File: config.mk
export PLATFORM = sky130hd
export DESIGN_NAME = qspi_flash_responder
export DESIGN_NICKNAME = d
export VERILOG_FILES = /design/src/rtl/qspi_flash_responder_pkg.sv /design/src/rtl/qspi_shift_in.sv /design/src/rtl/qspi_flash_responder.sv
export SDC_FILE = /design/constraint.sdc
export NUM_CORES = 1
export LEC_CHECK = 0
export CAP_MARGIN = 20
export CORE_ASPECT_RATIO = 1.25
export CORE_MARGIN = 2
export CORE_UTILIZATION = 58
export CTS_CLUSTER_DIAMETER = 80
export DETAILED_ROUTE_END_ITERATION = 7
export HOLD_SLACK_MARGIN = 0.02
export PLACE_DENSITY_LB_ADDON = 0.25
export RECOVER_POWER = 50
export SYNTH_ARGS = -nofsm -noshare
export SYNTH_HDL_FRONTEND = slang
export SYNTH_SLANG_ARGS = --single-unit
File: constraint.sdc
create_clock -name clk -period 3.8 [get_ports clk]
set_input_delay 0.76 -clock clk [delete_from_list [all_inputs] [get_ports clk]]
set_output_delay 0.76 -clock clk [all_outputs]
set_load 0.02 [all_outputs]
File: src/rtl/qspi_flash_responder_pkg.sv
// qspi_flash_responder_pkg: shared QSPI command codes, lane width and default dummy count
package qspi_flash_responder_pkg;
    typedef enum logic [7:0] {
        CmdReset   = 8'h99,
        CmdPowerUp = 8'hAB,
        CmdRead    = 8'hEB
    } cmd_t;
    localparam int NIBBLE_W             = 4;
    localparam int DEFAULT_DUMMY_CYCLES = 6;
endpackage

File: src/rtl/qspi_shift_in.sv
// qspi_shift_in: MSB-first shift register of COUNT lanes of LANE_W bits, flagging the final capture
module qspi_shift_in
    import qspi_flash_responder_pkg::*;
#(
    parameter int LANE_W = NIBBLE_W,
    parameter int COUNT  = 8
) (
    input  logic                    clk,
    input  logic                    rst,
    input  logic                    clr_i,
    input  logic                    en_i,
    input  logic [LANE_W-1:0]       din_i,
    output logic [LANE_W*COUNT-1:0] value_o,
    output logic                    done_o
);
    localparam int W    = LANE_W * COUNT;
    localparam int CW   = $clog2(COUNT + 1);
    logic [W-1:0]        data_q;
    logic [CW-1:0]       cnt_q;
    logic [W+LANE_W-1:0] shifted;
    // value_o already contains the lane arriving this cycle so the caller can decode on the last edge
    assign shifted = {data_q, din_i};
    assign value_o = shifted[W-1:0];
    assign done_o  = en_i && (cnt_q == CW'(COUNT - 1));
    // shift one lane per enabled cycle; the counter restarts after the last lane or on clear
    always_ff @(posedge clk or negedge rst) begin
        if (!rst) begin
            data_q <= '0;
            cnt_q  <= '0;
        end else if (clr_i) begin
            cnt_q <= '0;
        end else if (en_i) begin
            data_q <= value_o;
            cnt_q  <= done_o ? '0 : cnt_q + 1'b1;
        end
    end
endmodule

File: src/rtl/qspi_flash_responder.sv
// qspi_flash_responder: QSPI flash target for reset/power-up/quad-read; QSPI_RESPONDER_WRAP_EN wraps reads in 16-byte lines
module qspi_flash_responder
    import qspi_flash_responder_pkg::*;
#(
    parameter int ADDR_W       = 24,
    parameter int DUMMY_CYCLES = DEFAULT_DUMMY_CYCLES
) (
    input  logic              clk,
    input  logic              rst,
    input  logic              cs,
    input  logic [3:0]        io_in,
    output logic [3:0]        io_out,
    output logic              io_oe,
    output logic              mem_en,
    output logic [ADDR_W-1:0] mem_addr,
    input  logic [7:0]        mem_rdata,
    output logic              powered
);
    localparam int CNT_W = $clog2(DUMMY_CYCLES);

    typedef enum logic [2:0] {Asleep, Idle, Cmd, Addr, Dummy, Data, Ignore} state_t;

    state_t            state_q, state_d;
    logic              powered_q, powered_d;
    logic [ADDR_W-1:0] addr_q, addr_d;
    logic [7:0]        byte_q, byte_d;
    logic              half_q, half_d;
    logic [CNT_W-1:0]  cnt_q, cnt_d;
    logic [3:0]        io_out_q, io_out_d;
    logic              io_oe_q, io_oe_d;
    logic              mem_en_q, mem_en_d;
    logic [ADDR_W-1:0] mem_addr_q, mem_addr_d;

    logic              cmd_en, cmd_done, addr_en, addr_done, fetch;
    logic [7:0]        cmd_val;
    logic [ADDR_W-1:0] addr_val, fetch_src;

    function automatic logic [ADDR_W-1:0] next_addr(input logic [ADDR_W-1:0] a);
`ifdef QSPI_RESPONDER_WRAP_EN
        return {a[ADDR_W-1:4], a[3:0] + 4'd1};
`else
        return a + 1'b1;
`endif
    endfunction

    assign cmd_en  = !cs && (state_q inside {Asleep, Idle, Cmd});
    assign addr_en = !cs && (state_q == Addr);

    qspi_shift_in #(.LANE_W(1), .COUNT(8)) u_cmd (
        .clk     (clk),
        .rst     (rst),
        .clr_i   (cs),
        .en_i    (cmd_en),
        .din_i   (io_in[0]),
        .value_o (cmd_val),
        .done_o  (cmd_done)
    );

    qspi_shift_in #(.LANE_W(NIBBLE_W), .COUNT(ADDR_W / NIBBLE_W)) u_addr (
        .clk     (clk),
        .rst     (rst),
        .clr_i   (cs),
        .en_i    (addr_en),
        .din_i   (io_in),
        .value_o (addr_val),
        .done_o  (addr_done)
    );

    // with two dummy cycles the first fetch coincides with the last address nibble
    assign fetch_src = (state_q == Addr) ? addr_val : addr_q;

    assign io_out   = io_out_q;
    assign io_oe    = io_oe_q;
    assign mem_en   = mem_en_q;
    assign mem_addr = mem_addr_q;
    assign powered  = powered_q;

    // next-state and registered-output decode; addr_q always holds the next byte to fetch
    always_comb begin
        state_d    = state_q;
        powered_d  = powered_q;
        addr_d     = addr_q;
        byte_d     = byte_q;
        half_d     = half_q;
        cnt_d      = cnt_q;
        io_out_d   = io_out_q;
        io_oe_d    = io_oe_q;
        mem_en_d   = 1'b0;
        mem_addr_d = mem_addr_q;
        fetch      = 1'b0;
        if (cs) begin
            state_d = powered_q ? Idle : Asleep;
            io_oe_d = 1'b0;
        end else begin
            case (state_q)
                Asleep, Idle: state_d = Cmd;
                Cmd: begin
                    if (cmd_done) begin
                        case (cmd_val)
                            CmdReset: begin
                                powered_d = 1'b0;
                                state_d   = Ignore;
                            end
                            CmdPowerUp: begin
                                powered_d = 1'b1;
                                state_d   = Ignore;
                            end
                            CmdRead: state_d = powered_q ? Addr : Ignore;
                            default: state_d = Ignore;
                        endcase
                    end
                end
                Addr: begin
                    if (addr_done) begin
                        state_d = Dummy;
                        cnt_d   = '0;
                        addr_d  = addr_val;
                        fetch   = (DUMMY_CYCLES == 2);
                    end
                end
                Dummy: begin
                    cnt_d = cnt_q + 1'b1;
                    fetch = (DUMMY_CYCLES > 2) && (cnt_q == CNT_W'(DUMMY_CYCLES - 3));
                    byte_d = (cnt_q == CNT_W'(DUMMY_CYCLES - 2)) ? mem_rdata : byte_q;
                    if (cnt_q == CNT_W'(DUMMY_CYCLES - 1)) begin
                        state_d  = Data;
                        io_oe_d  = 1'b1;
                        io_out_d = byte_q[7:4];
                        half_d   = 1'b0;
                        fetch    = 1'b1;
                    end
                end
                Data: begin
                    io_out_d = half_q ? byte_q[7:4] : byte_q[3:0];
                    byte_d   = half_q ? byte_q : mem_rdata;
                    half_d   = !half_q;
                    fetch    = half_q;
                end
                default: state_d = state_q;
            endcase
        end
        if (fetch) begin
            mem_en_d   = 1'b1;
            mem_addr_d = fetch_src;
            addr_d     = next_addr(fetch_src);
        end
    end

    // state and output registers; async reset also forgets the power-up
    always_ff @(posedge clk or negedge rst) begin
        if (!rst) begin
            state_q    <= Asleep;
            powered_q  <= 1'b0;
            addr_q     <= '0;
            byte_q     <= '0;
            half_q     <= 1'b0;
            cnt_q      <= '0;
            io_out_q   <= '0;
            io_oe_q    <= 1'b0;
            mem_en_q   <= 1'b0;
            mem_addr_q <= '0;
        end else begin
            state_q    <= state_d;
            powered_q  <= powered_d;
            addr_q     <= addr_d;
            byte_q     <= byte_d;
            half_q     <= half_d;
            cnt_q      <= cnt_d;
            io_out_q   <= io_out_d;
            io_oe_q    <= io_oe_d;
            mem_en_q   <= mem_en_d;
            mem_addr_q <= mem_addr_d;
        end
    end
endmodule

======== After elaboration in Yosys (flattened, before gate mapping) ========
Index checks and enable logic that the tools add are counted.
cells by class
  add/subtract/negate cells ............... 4
  eq/ne operators ......................... 21
  mux-type cells .......................... 37
  bitwise operators ....................... 1
  reduce and logical (&&, ||, !) cells .... 28
operators with widths
  kind                     count
  $mux W24                 5
  $mux W3                  10
  $add A24 B1 Y24 const B  1
  $eq A8 B8 Y1 const B     3
  $mux W4                  5
  $reduce_bool A2 Y1       9
  $mux W8                  2
  $pmux W8 S2              1
  $eq A3 B3 Y1 const B     5
  $pmux W3 S4              1
  $reduce_and A4 Y1        3
  $eq A3 B2 Y1 const B     3
  $reduce_and A3 Y1        3
  $mux W1                  8
  $pmux W4 S2              1
  $add A3 B1 Y3 const B    2
  $ne A2 B2 Y1 const B     3
  $ne A3 B2 Y1 const B     2
  $pmux W1 S2              3
  $pmux W3 S2              1
  $reduce_and A2 Y1        3
  $reduce_bool A5 Y1       1
  $add A4 B1 Y4 const B    1
  $eq A4 B3 Y1 const B     1
  other kinds (9)          14
word-level totals
  bits in registers ....................... 104
  input bits .............................. 15
  output and inout port bits .............. 31
  logic and storage cells ................. 105

======== Depth between registers and ports, before layout ========
  depth in word-level cells ............... 7
  depth in mapped cells ................... 13
  depth with buffers taken out ............ 10

======== Cells and area by module ========
Synthesis repeated with hierarchy kept, for this count alone.
unflattened totals
  cell total of the unflattened synthesis .. 538
  area, all modules ....................... 5415.2 um^2
by module, submodules not included
  module                  instances  cells each  area each (um^2)  sequential area each (um^2)
  qspi_flash_responder    1          439         3925.0            1751.7
  qspi_shift_in (u_addr)  1          64          963.4             575.6
  qspi_shift_in (u_cmd)   1          35          526.8             275.3

======== Least setup slack after synthesis ========
OpenSTA, ideal clock, no wires.
  path kind ............................... register to register
  start ................................... register state_q[2]
  end ..................................... register addr_q[6]
  library setup time ...................... 126 ps
  data arrival time ....................... 2657 ps
  data required time ...................... 3674 ps
  path slack .............................. 1017 ps
  cell stages (with the launch flop) ...... 14
  path buffers ............................ 3
  period minus slack after synthesis ...... 2783 ps
  cells stage by stage .................... dfrtp_1 -> buf_4 -> and3b_4 -> buf_4 -> buf_2 -> nand2_1 -> nand2_1 -> ha_1 -> nand4_1 -> or3b_4 -> and2_4 -> a21oi_1 -> a21oi_1 -> a221o_1
on the way
  elaborated cells on any way between the ends .. 14
  those cells by class .................... 1 x add/sub; 4 x eq/ne; 4 x mux; 5 x reduce/logical
RTL lines
  item                    line                         RTL
  from (decl)             qspi_flash_responder.sv:23   state_t state_q, state_d;
  from (signal assigned)  qspi_flash_responder.sv:152  state_q <= Asleep;
  from (signal assigned)  qspi_flash_responder.sv:163  state_q <= state_d;
  $eq A3 B2 Y1            qspi_flash_responder.sv:70   assign fetch_src = (state_q == Addr) ? addr_val : addr_q;
  $mux W24                qspi_flash_responder.sv:70
  named net fetch_src[1]  qspi_flash_responder.sv:36   logic [ADDR_W-1:0] addr_val, fetch_src;
  $add A24 B1 Y24         qspi_flash_responder.sv:42   return a + 1'b1;
  $mux W24                qspi_flash_responder.sv:142  if (fetch) begin
  to (signal assigned)    qspi_flash_responder.sv:165  addr_q <= addr_d;
  to (decl)               qspi_flash_responder.sv:25   logic [ADDR_W-1:0] addr_q, addr_d;
The timed path passes the listed nets, and every way through them passes these cells.
A chain may end at the register's enable or synchronous reset.

======== Worst setup path after layout ========
  start ................................... register state_q[0]
  end ..................................... register addr_q[18]
The elaborated chain is that of the path after synthesis.

==> results.cfg <==
[outcome]
status = complete, but fails checks
violations = max-capacitance violations, max-slew violations

[worst_setup_path]
path_max_fanout = 15
path_buf_inv = 0
cp_common_cell = nand2_1
slowest_delay_ns = 0.54
path_delay_family = simple AND/OR/NAND/NOR gates
startpoint_type = flop
crit_end = addr_q[18]$_DFFE_PN0P_
cp_data_arrival_time_ns = 3.12
cp_slowest_cell = dfrtp_1
worst-r2r-setup-slack_ns = 0.92
worstReg2RegEnd = addr_q[18]$_DFFE_PN0P_
reg2reg_depth = 10
critPathRequiredTime_ns = 4.04
crit_cells = 10
worst_r2r_startpoint = state_q[0]$_DFFE_PN0P_
startpoint = state_q[0]$_DFFE_PN0P_
critPathCaptureType = flop
cp_cell_sequence = nand3b_1, nand2_1, nand2_1, ha_1, nand4_1, or3b_4, a22oi_2, o21ai_1, o22ai_1, o21ba_1
criticalPathCategory = reg -> reg

[route]
vias_per_cell = 6.397
vias = 4625
wl_mm = 13.06
first_pass_iters = 5
drcViolationCount = 0
drt_iter0_markers = 385
ant_nets = 0
wire_per_inst_um = 18.06

[die]
core_um2 = 9125
fp-row-count = 39
initial_core_util_pct = 59.62
die_area_um2 = 10180
die_x_um = 90.63
ios = 46
die-height_um = 112.3

[placement]
port-buffer-count = 45
dp_hpwl_mm = 8.878
dpl.cell_count = 709
gp_congestion = 0.9144

[power]
p_seq_share_pct = 46.5
vdd_ir_drop_max_uv = 381.3
p_comb_share_pct = 31.4
total_leakage_power_nw = 2.661
p_total_mw = 4.228
clkPwrFrac_pct = 22.1
power_switching_mw = 1.540
p_int_mw = 2.688
p_per_area_nw_per_um2 = 678.8
switching_share_pct = 36.42

[timing]
hold_viol_final = 0
min_period_ns = 2.877
slew_headroom_pct = -2.451
grt_setup_unrepaired = no
setup_violations = 0
fin_skew_ns = 0.007055
tightest_slew_ns = 1.537
hold_slack_ns = 0.4737
min_period_over_period_pct = 75.70
fmax_mhz = 347.6
slew_viol_final = 64
fin_setup_tns_ns = 0

[synth]
yosysWarningCount = 0
synth-main-ff-cell = dfrtp_1
synth_fp_nets = 591
synthArstFlopShare_pct = 100.0
synth.distinct_cells = 61
syn_area_um2 = 5440
synth.yosys.seq_area_share_pct = 47.84
syn_area_per_cell_um2 = 9.561
synth_cells = 569
ys_seq_elements = 104
synth_edf_count = 0

[global_routing]
antenna_found_initial = 0
grt_max_degree = 64
overflow = 0
grtUsageTotal_pct = 26.93
grt_pass1_wl_mm = 22.11
grt_pass1_vias = 4588

[flow_run]
max-cap-violations = 1

[clock_network]
cts_buffers = 9
postCtsSetupBuffers = 0
root_buffer = clkbuf_16
clk_latency_ns = 0.35
ctsResizeCount = 0
cts_tree = yes
cts_sinks = 104
cts_buffer_depth = 2
clk_pin_slew_ns = 0.07
cts_hold_buf = 0
h-tree-depth = 3

[layout]
antenna_cells = 0
area_growth_pct = 14.51
drive_above_1_share_pct = 12.50
fin_cells = 723
post-route-util_pct = 68.27
mostFrequentLayoutCell = dfrtp_1
fin_nets = 619
final_cell_mix = 104 x dfrtp_1, 79 x nand2_1, 50 x nor2_1

[min_path]
whs_path_depth = 1
hp-class = reg -> reg
-- registers in the layout (all words and copies together) (netlist names) --
signal         cells
addr_q            24
byte_q             8
cnt_q              3
half_q             1
io_oe              1
io_out             4
mem_addr          24
mem_en             1
powered            1
state_q            3
u_addr.cnt_q       3
u_addr.data_q     20
u_cmd.cnt_q        4
u_cmd.data_q       7
-- how the worst min path moves through the flow --
stage | from | endpoint | slack, ns
3_5_place_dp | mem_addr[1]$_DFFE_PN0N_ | mem_addr[1]$_DFFE_PN0N_ | 0.47
4_1_cts | mem_addr[1]$_DFFE_PN0N_ | mem_addr[1]$_DFFE_PN0N_ | 0.48
6_report | mem_addr[1]$_DFFE_PN0N_ | mem_addr[1]$_DFFE_PN0N_ | 0.47
2_1_floorplan | rst | addr_q[0]$_DFFE_PN0P_ | 0.46
5_1_grt | mem_addr[1]$_DFFE_PN0N_ | mem_addr[1]$_DFFE_PN0N_ | 0.51
3_3_place_gp | mem_addr[11]$_DFFE_PN0N_ | mem_addr[11]$_DFFE_PN0N_ | 0.45
-- kinds of logic (layout without fill, tap and decap cells) --
family | after synthesis | count (layout) | synth area share, %
and+or+nand+nor | 233 | 233 | 21.04
muxes | 50 | 50 | 10.10
AOI/OAI and AO/OA | 125 | 125 | 15.11
xor gates and xnor gates | 4 | 4 | 0.6441
DFF | 104 | 104 | 47.84
buffers and inverters | 46 | 77 | 3.657
adders and majority gates | 7 | 7 | 1.610
-- synth_stat cells, drive strengths merged, types with 2 or more instances --
master / count / share of area [%]
dfrtp: 104 / 48
nand2: 79 / 5.5
nor2: 50 / 3.4
mux2: 39 / 8.1
a21oi: 35 / 3.4
nand3: 30 / 2.8
clkbuf: 22 / 1.5
o21ai: 21 / 1.9
buf: 16 / 1.6
a31oi: 15 / 1.7
nor3: 14 / 1.4
nand4: 13 / 1.5
o22ai: 13 / 1.5
mux2i: 11 / 2.0
and3: 10 / 1.1
and2: 8 / 0.97
inv: 8 / 0.55
a21o: 7 / 0.97
ha: 7 / 1.6
nand3b: 7 / 0.97
a211oi: 5 / 0.69
nand2b: 4 / 0.46
o211ai: 4 / 0.55
or3: 4 / 0.46
a221o: 3 / 0.55
a22o: 3 / 0.48
a22oi: 3 / 0.60
a311oi: 3 / 0.48
nand4b: 3 / 0.48
xnor2: 3 / 0.48
a21boi: 2 / 0.28
a41o: 2 / 0.37
and4: 2 / 0.32
nor2b: 2 / 0.23
o221a: 2 / 0.41
or4: 2 / 0.35
-- per-layer routing --
metal | share of wire [%] | track usage (%) | wire (um) | vias to the layer above
li1 | - | - | - | 2120
met2 | 50 | 44.33 | 6488 | 214
met5 | 0 | 0 | 0 | -
met3 | 6.5 | 4.094 | 852 | 35
met4 | 3.7 | 14.87 | 478 | 0
met1 | 40 | 34.28 | 5238 | 2256
-- worst reg2reg max path, stage by stage, from the launching register on --
cell and delay (ns):
dfrtp_1 0.54, nand3b_1 0.41, nand2_1 0.14, nand2_1 0.10
ha_1 0.24, nand4_1 0.19, or3b_4 0.44, a22oi_2 0.28
o21ai_1 0.14, o22ai_1 0.14, o21ba_1 0.16
-- per-stage QoR --
step | cell area [um2] | worst slack, ns
floorplan | 5440 | 1.017
global placement | 5961 | 0.6484
detailed placement | 5961 | 0.5950
CTS | 6256 | 0.9374
global route | 6230 | 0.7213
finish | 6230 | 0.9235
-- power by group through the flow --
stage	Clock [mW]	Sequential (mW)	Combinational, mW
2_1_floorplan	0	1.89	0.893
3_3_place_gp	0	1.95	1.29
3_5_place_dp	0	1.97	1.34
4_1_cts	0.945	1.95	1.35
5_1_grt	0.981	2.03	1.48
6_report	0.935	1.96	1.33
-- layout make-up --
class,count,area [um2]
Clock buffer,11,252.7
Tap cell,123,153.9
Fill cell,763,2895
Clock inverter,3,42.54
Inverter,8,30.03
Multi-Input combinational cell,419,2634
Timing Repair Buffer,55,514.2
Sequential cell,104,2603
Note: power is estimated with default switching activity, not from simulation.
